File: src/rtl/if_fetch_ctrl.sv
// ---------------------------------------------------------------------------
// if_fetch_ctrl
//
// Single-outstanding instruction fetch controller. Issues one request on the
// fetch bus, buffers the returned instruction, presents it downstream and
// computes the next fetch address from the external mini-decoder results
// (JAL / JALR / branch). A late redirect from execute overrides everything.
//
// Optional feature (compile-time macro):
//   IF_BTFN_PRED_EN  - backward-taken / forward-not-taken branch prediction.
//                      Undefined: every branch is predicted not-taken.
//
// Ports
//   clk, rst_n            clock (rising edge), synchronous active-low reset
//   ifu_req_o/addr_o      fetch request and address
//   ifu_gnt_i             request accepted by the bus
//   ifu_rvalid_i/rdata_i  fetch response
//   mdec_instr_o          buffered instruction to the mini-decoder
//   mdec_jal_i/jalr_i/branch_i, mdec_jalr_rs1_idx_i, mdec_imm_i
//                         mini-decoder results for the buffered instruction
//   jalr_rs1_idx_o        JALR base register index (pass-through)
//   jalr_rs1_rdata_i      JALR base register value
//   jalr_rs1_busy_i       JALR base register has a pending write
//   if_valid_o/ready_i    downstream handshake
//   if_instr_o/pc_o       instruction and its address
//   if_pred_taken_o       control transfer predicted taken
//   ex_redirect_i/pc_i    redirect from execute
// ---------------------------------------------------------------------------
`ifndef XLEN
`define XLEN 32
`endif
`ifndef INSTR_WIDTH
`define INSTR_WIDTH 32
`endif

module if_fetch_ctrl #(
   parameter logic [`XLEN-1:0] RESET_PC = 32'h8000_0000
) (
   input  logic                    clk,
   input  logic                    rst_n,
   // fetch bus
   output logic                    ifu_req_o,
   output logic [`XLEN-1:0]        ifu_addr_o,
   input  logic                    ifu_gnt_i,
   input  logic                    ifu_rvalid_i,
   input  logic [`INSTR_WIDTH-1:0] ifu_rdata_i,
   // mini-decoder
   output logic [`INSTR_WIDTH-1:0] mdec_instr_o,
   input  logic                    mdec_jal_i,
   input  logic                    mdec_jalr_i,
   input  logic                    mdec_branch_i,
   input  logic [4:0]              mdec_jalr_rs1_idx_i,
   input  logic [`XLEN-1:0]        mdec_imm_i,
   // JALR base register read
   output logic [4:0]              jalr_rs1_idx_o,
   input  logic [`XLEN-1:0]        jalr_rs1_rdata_i,
   input  logic                    jalr_rs1_busy_i,
   // downstream
   output logic                    if_valid_o,
   input  logic                    if_ready_i,
   output logic [`INSTR_WIDTH-1:0] if_instr_o,
   output logic [`XLEN-1:0]        if_pc_o,
   output logic                    if_pred_taken_o,
   // execute redirect
   input  logic                    ex_redirect_i,
   input  logic [`XLEN-1:0]        ex_redirect_pc_i
);

   typedef enum logic [1:0] {
      ST_REQ,
      ST_RSP,
      ST_HOLD,
      ST_FLUSH
   } state_t;

   state_t                  state;
   logic [`XLEN-1:0]        pc;
   logic [`INSTR_WIDTH-1:0] ibuf;

   logic                    in_hold;
   logic                    jalr_wait;
   logic                    br_pred;
   logic                    br_taken;
   logic                    ctl_taken;
   logic [`XLEN-1:0]        jalr_sum;
   logic [`XLEN-1:0]        next_pc;

   // ------------------------------------------------------------------------
   // Branch prediction
   // ------------------------------------------------------------------------
`ifdef IF_BTFN_PRED_EN
   // negative offset means a backward branch (loop closing) -> taken
   assign br_pred = mdec_imm_i[`XLEN-1];
`else
   assign br_pred = 1'b0;
`endif

   assign br_taken  = mdec_branch_i & br_pred;
   assign ctl_taken = mdec_jal_i | mdec_jalr_i | br_taken;

   // ------------------------------------------------------------------------
   // Next-pc selection
   // ------------------------------------------------------------------------
   assign jalr_sum = jalr_rs1_rdata_i + mdec_imm_i;

   always_comb begin
      next_pc = pc + `XLEN'(4);
      if (mdec_jal_i) begin
         next_pc = pc + mdec_imm_i;
      end else if (mdec_jalr_i) begin
         next_pc = {jalr_sum[`XLEN-1:1], 1'b0};
      end else if (br_taken) begin
         next_pc = pc + mdec_imm_i;
      end
   end

   // ------------------------------------------------------------------------
   // Outputs
   // ------------------------------------------------------------------------
   assign in_hold = (state == ST_HOLD);

   // a JALR must not leave until its base register value is final
   assign jalr_wait = mdec_jalr_i & jalr_rs1_busy_i;

   // reset forces the fetch-bus view to the reset address while rst_n is
   // low, before the first edge has loaded the registers
   assign ifu_req_o       = ~rst_n | (state == ST_REQ);
   assign ifu_addr_o      = rst_n ? pc : RESET_PC;
   assign if_valid_o      = rst_n & in_hold & ~jalr_wait & ~ex_redirect_i;
   assign if_pred_taken_o = rst_n & in_hold & ctl_taken;

   assign if_instr_o      = ibuf;
   assign if_pc_o         = pc;
   assign mdec_instr_o    = ibuf;
   assign jalr_rs1_idx_o  = mdec_jalr_rs1_idx_i;

   // ------------------------------------------------------------------------
   // Fetch FSM
   // ------------------------------------------------------------------------
   always_ff @(posedge clk) begin
      if (!rst_n) begin
         state <= ST_REQ;
         pc    <= RESET_PC;
         ibuf  <= '0;
      end else begin
         case (state)
            ST_REQ: begin
               if (ex_redirect_i) begin
                  pc <= ex_redirect_pc_i;
                  // a request granted this cycle still owes a response
                  if (ifu_gnt_i) state <= ST_FLUSH;
               end else if (ifu_gnt_i) begin
                  state <= ST_RSP;
               end
            end
            ST_RSP: begin
               if (ex_redirect_i) begin
                  pc    <= ex_redirect_pc_i;
                  state <= ifu_rvalid_i ? ST_REQ : ST_FLUSH;
               end else if (ifu_rvalid_i) begin
                  ibuf  <= ifu_rdata_i;
                  state <= ST_HOLD;
               end
            end
            ST_HOLD: begin
               if (ex_redirect_i) begin
                  pc    <= ex_redirect_pc_i;
                  state <= ST_REQ;
               end else if (if_valid_o && if_ready_i) begin
                  pc    <= next_pc;
                  state <= ST_REQ;
               end
            end
            ST_FLUSH: begin
               // waiting out a response that belongs to a stale address
               if (ex_redirect_i) pc <= ex_redirect_pc_i;
               if (ifu_rvalid_i)  state <= ST_REQ;
            end
            default: state <= ST_REQ;
         endcase
      end
   end

endmodule

File: config.mk
export PLATFORM = sky130hd
export DESIGN_NAME = if_fetch_ctrl
export DESIGN_NICKNAME = d
export VERILOG_FILES = /design/src/rtl/if_fetch_ctrl.sv
export SDC_FILE = /design/constraint.sdc
export NUM_CORES = 1
export LEC_CHECK = 0
export ABC_AREA = 0
export CORE_MARGIN = 2
export CORE_UTILIZATION = 49
export CTS_CLUSTER_SIZE = 14
export DETAILED_ROUTE_END_ITERATION = 12
export GPL_ROUTABILITY_DRIVEN = 0
export PLACE_DENSITY = 0.89
export SYNTH_ARGS = -nofsm -noshare
export SYNTH_HDL_FRONTEND = slang
export SYNTH_SLANG_ARGS = --single-unit
File: constraint.sdc
create_clock -name clk -period 4.5 [get_ports clk]
set_input_delay 0.675 -clock clk [delete_from_list [all_inputs] [get_ports clk]]
set_output_delay 0.675 -clock clk [all_outputs]
set_load 0.05 [all_outputs]
==> summary.txt <==
Yosys
  • Flops & latches, synth: 66
  • Synthesis Warnings: 0
  • Most frequent cells after synthesis: nand2_1, a21oi_1, o21ai_0
  • Post-synth EDFFs: 0
  • Ys async rst share: 0
  • Synth Net Count: 1240
  • Avg Inst Size Synth: 7.15 um2
  • Top_reg_cell synth: dfxtp_1
  • Leading area contributor after synthesis: dfxtp_1
  • Synth top area share: 0.179
  • Cell variety after synth: 77
  • Seq/Total Area, Yosys: 0.179
  • Synth top area cells: dfxtp_1, ha_1, nand2_1
  • Syn Inst Count: 1033
  • Mapped cell area: 7380 um2
  • Count leader, synth: nand2_1

Clocking
  • Clock Latency Late Sink: 0.35 ns
  • Post-CTS sizing: 0
  • CTS Buf Count: 9
  • Post-CTS Setup Inserts: 0
  • Clock root cell: clkbuf_16
  • CTS sink cnt: 66
  • Total number of H-tree levels: 3
  • Clock Path Buffers: 2
  • Post-CTS Hold Fix Bufs: 0
  • Clk slew on worst S/H paths: 0.06 ns
  • CTS tree: done

Worst setup path
  • Reg2reg start: state[1]$_SDFFE_PN0P_
  • Reg2Reg Depth: 5
  • Crit path largest cell delay: 0.48 ns
  • Highest net fanout along the worst path: 4
  • Crit path DAT: 4.13 ns
  • CP Launch Type: input pin
  • Crit Path Class: input pin to flip-flop
  • Most used cell, CP: a211oi_1
  • FF-to-FF End: if_pc_o[13]$_SDFFE_PN0P_
  • Critical-path cell list: clkdlybuf4s50_1 -> ha_1 -> fa_1 -> a211oi_1 -> o21bai_1 -> a21oi_2 -> o21ai_1 -> a31oi_1 -> o21ai_0 -> a211oi_1 -> xnor2_1 -> nand2_1 -> a211oi_1
  • CP max stage cell: clkdlybuf4s50_1
  • Worst EP required: 4.75 ns
  • R2R setup slack: 1.10 ns
  • CP Capture Type: flip-flop

Timing
  • Final setup viols: 0
  • Final Critical Period: 3.88 ns
  • Worst clock skew: 0.0114 ns
  • Sum Neg Setup Slack: 0 ns
  • Crit share post-route: 0.861
  • Slew margin rel.: 0.177
  • Slew Limit Fails: 0
  • Slew @ Worst Pin: 1.23 ns
  • WHS: 0.478 ns
  • Final Hold Vio Count: 0
  • Final worst slack: 0.625 ns
  • Unrepaired setup endpoints after global routing: false
  • Achievable Freq: 0.258 GHz

Detailed routing
  • DRT antenna net count: 0
  • DRT Pass-1 Iters: 8
  • Final wirelength: 27200 um
  • Vias: 8645
  • Initial DRC Count: 793
  • DRC violations left: 0
  • WL per Instance: 19.0 um
  • Vias per Instance: 6.05

Power and ir drop
  • Leak: 4.04 nW
  • VDD IR max: 0.191 mV
  • Pwr Total: 0.00255 W
  • Power Dens Cells: 248 nW/um2

Floorplan
  • Die width: 127 um
  • Std cell rows: 44
  • Core area: 14600 um2
  • Die Ht: 127 um
  • Die area: 16100 um2
  • Io pins: 279
  • Starting Density: 0.504

Global routing
  • Total GRT Usage: 0.325
  • First-pass GRT wire length: 42000 um
  • Vias in the first global route: 8023
  • Initial antenna violation count: 0
  • Largest net degree at the start of global routing: 102
  • Gr ovfl total: 0

Finish
  • Layout cell share with drive strength beyond 1: 0.0361
  • Nets: 1447
  • Layout area overhead: 39.0%
  • Ant. Diodes: 0
  • Fillers: 1208

Hold path
  • Hold Crit Depth: 2
  • Hold WC Path Type: flip-flop to flip-flop
  • Min-Delay Endpoint: if_instr_o[16]$_SDFFE_PN0P_
  • HP Start: if_instr_o[16]$_SDFFE_PN0P_

Placed design
  • Worst slack at placement: 0.330 ns
  • IO Port Bufs: 267
  • DPL Wire Length: 20900 um

Status
  • Status: completed

Job
  • Max_cap viols: 0
-- layout by cell type, fill, tap and decap left out, types with 4 or more instances in the layout --
master / count
a211oi_1: 23
a21boi_0: 32
a21o_1: 29
a21oi_1: 79
a31oi_1: 11
and2_1: 38
and3_1: 16
and4_1: 4
buf_4: 9
clkbuf_16: 9
clkdlybuf4s50_1: 264
dfxtp_1: 66
ha_1: 62
inv_1: 14
mux2i_1: 4
nand2_1: 177
nand2b_1: 11
nand3_1: 27
nand4_1: 12
nor2_1: 61
nor2b_1: 10
nor3_1: 23
o211ai_1: 7
o21a_1: 4
o21ai_0: 78
o21ai_1: 6
o21bai_1: 7
xnor2_1: 48
xor2_1: 27
-- how the worst max path moves through the flow --
stage | start | endpoint | slack [ns]
after floorplan | mdec_imm_i[0] | if_pc_o[28]$_SDFFE_PN0P_ | 1.30
after global placement | mdec_imm_i[0] | if_pc_o[28]$_SDFFE_PN0P_ | 0.40
after detailed placement | mdec_imm_i[0] | if_pc_o[28]$_SDFFE_PN0P_ | 0.33
after CTS | mdec_imm_i[0] | if_pc_o[28]$_SDFFE_PN0P_ | 0.70
after global routing | mdec_imm_i[0] | if_pc_o[28]$_SDFFE_PN0P_ | 0.41
final | mdec_imm_i[0] | if_pc_o[28]$_SDFFE_PN0P_ | 0.62
-- final cells by class --
cell class,instances,area (um2),share of cell area
flip-flops and latches,66,1320,0.129
inverters,15,56.3,0.00549
multi-input cells,871,5560,0.542
repair buffers,277,2780,0.270
well taps,184,230,0.0224
clock buffers,10,229,0.0223
clock inverters,6,90.1,0.00878
-- report_power, final --
part / internal (W) / switching [W]
Sequential: 0.000613 / 0.0000588
Combinational: 0.000461 / 0.000632
Clock: 0.000487 / 0.000295
Total: 0.00156 / 0.000986
-- per-layer routing --
metal | GRT usage | part of all wire | routed length, um | up-vias
met1 | 0.397 | 0.39 | 10600 | 3894
met2 | 0.561 | 0.47 | 12700 | 543
met3 | 0.0641 | 0.10 | 2730 | 96
met4 | 0.131 | 0.041 | 1110 | 0
met5 | 0 | 0 | 0 | -
li1 | - | - | - | 4112
-- cells by family after synthesis --
logic type	after synthesis	synth area share
xor+xnor	75	0.0890
mux	6	0.00847
simple gates	394	0.248
compound gates	332	0.297
buf+inv	96	0.0683
fa+ha+maj	64	0.110
flops	66	0.179
-- worst max-delay path: cells and delay by family --
| family | cells | cell delay [ns] |
|---|---|---|
| AO/OA/AOI/OAI | 8 | 2.03 |
| XOR/XNOR | 1 | 0.15 |
| adder cells (fa/ha/maj) | 2 | 0.71 |
| buffers and inverters | 1 | 0.48 |
| AND/OR/NAND/NOR | 1 | 0.07 |
-- flip-flops by register name, indices dropped and copies added, names as in the netlist --
name,count
if_pc_o,32
if_instr_o,32
state,2
-- stage by stage --
| step | utilization | instance area [um2] | std cells |
|---|---|---|---|
| after floorplan | - | 7380 | 1033 |
| after global placement | 0.679 | 9940 | 1413 |
| after detailed placement | 0.679 | 9940 | 1413 |
| after CTS | 0.701 | 10300 | 1429 |
| after global routing | 0.701 | 10300 | 1429 |
| final | 0.701 | 10300 | 1429 |
Power figures use the tool's default switching activity.
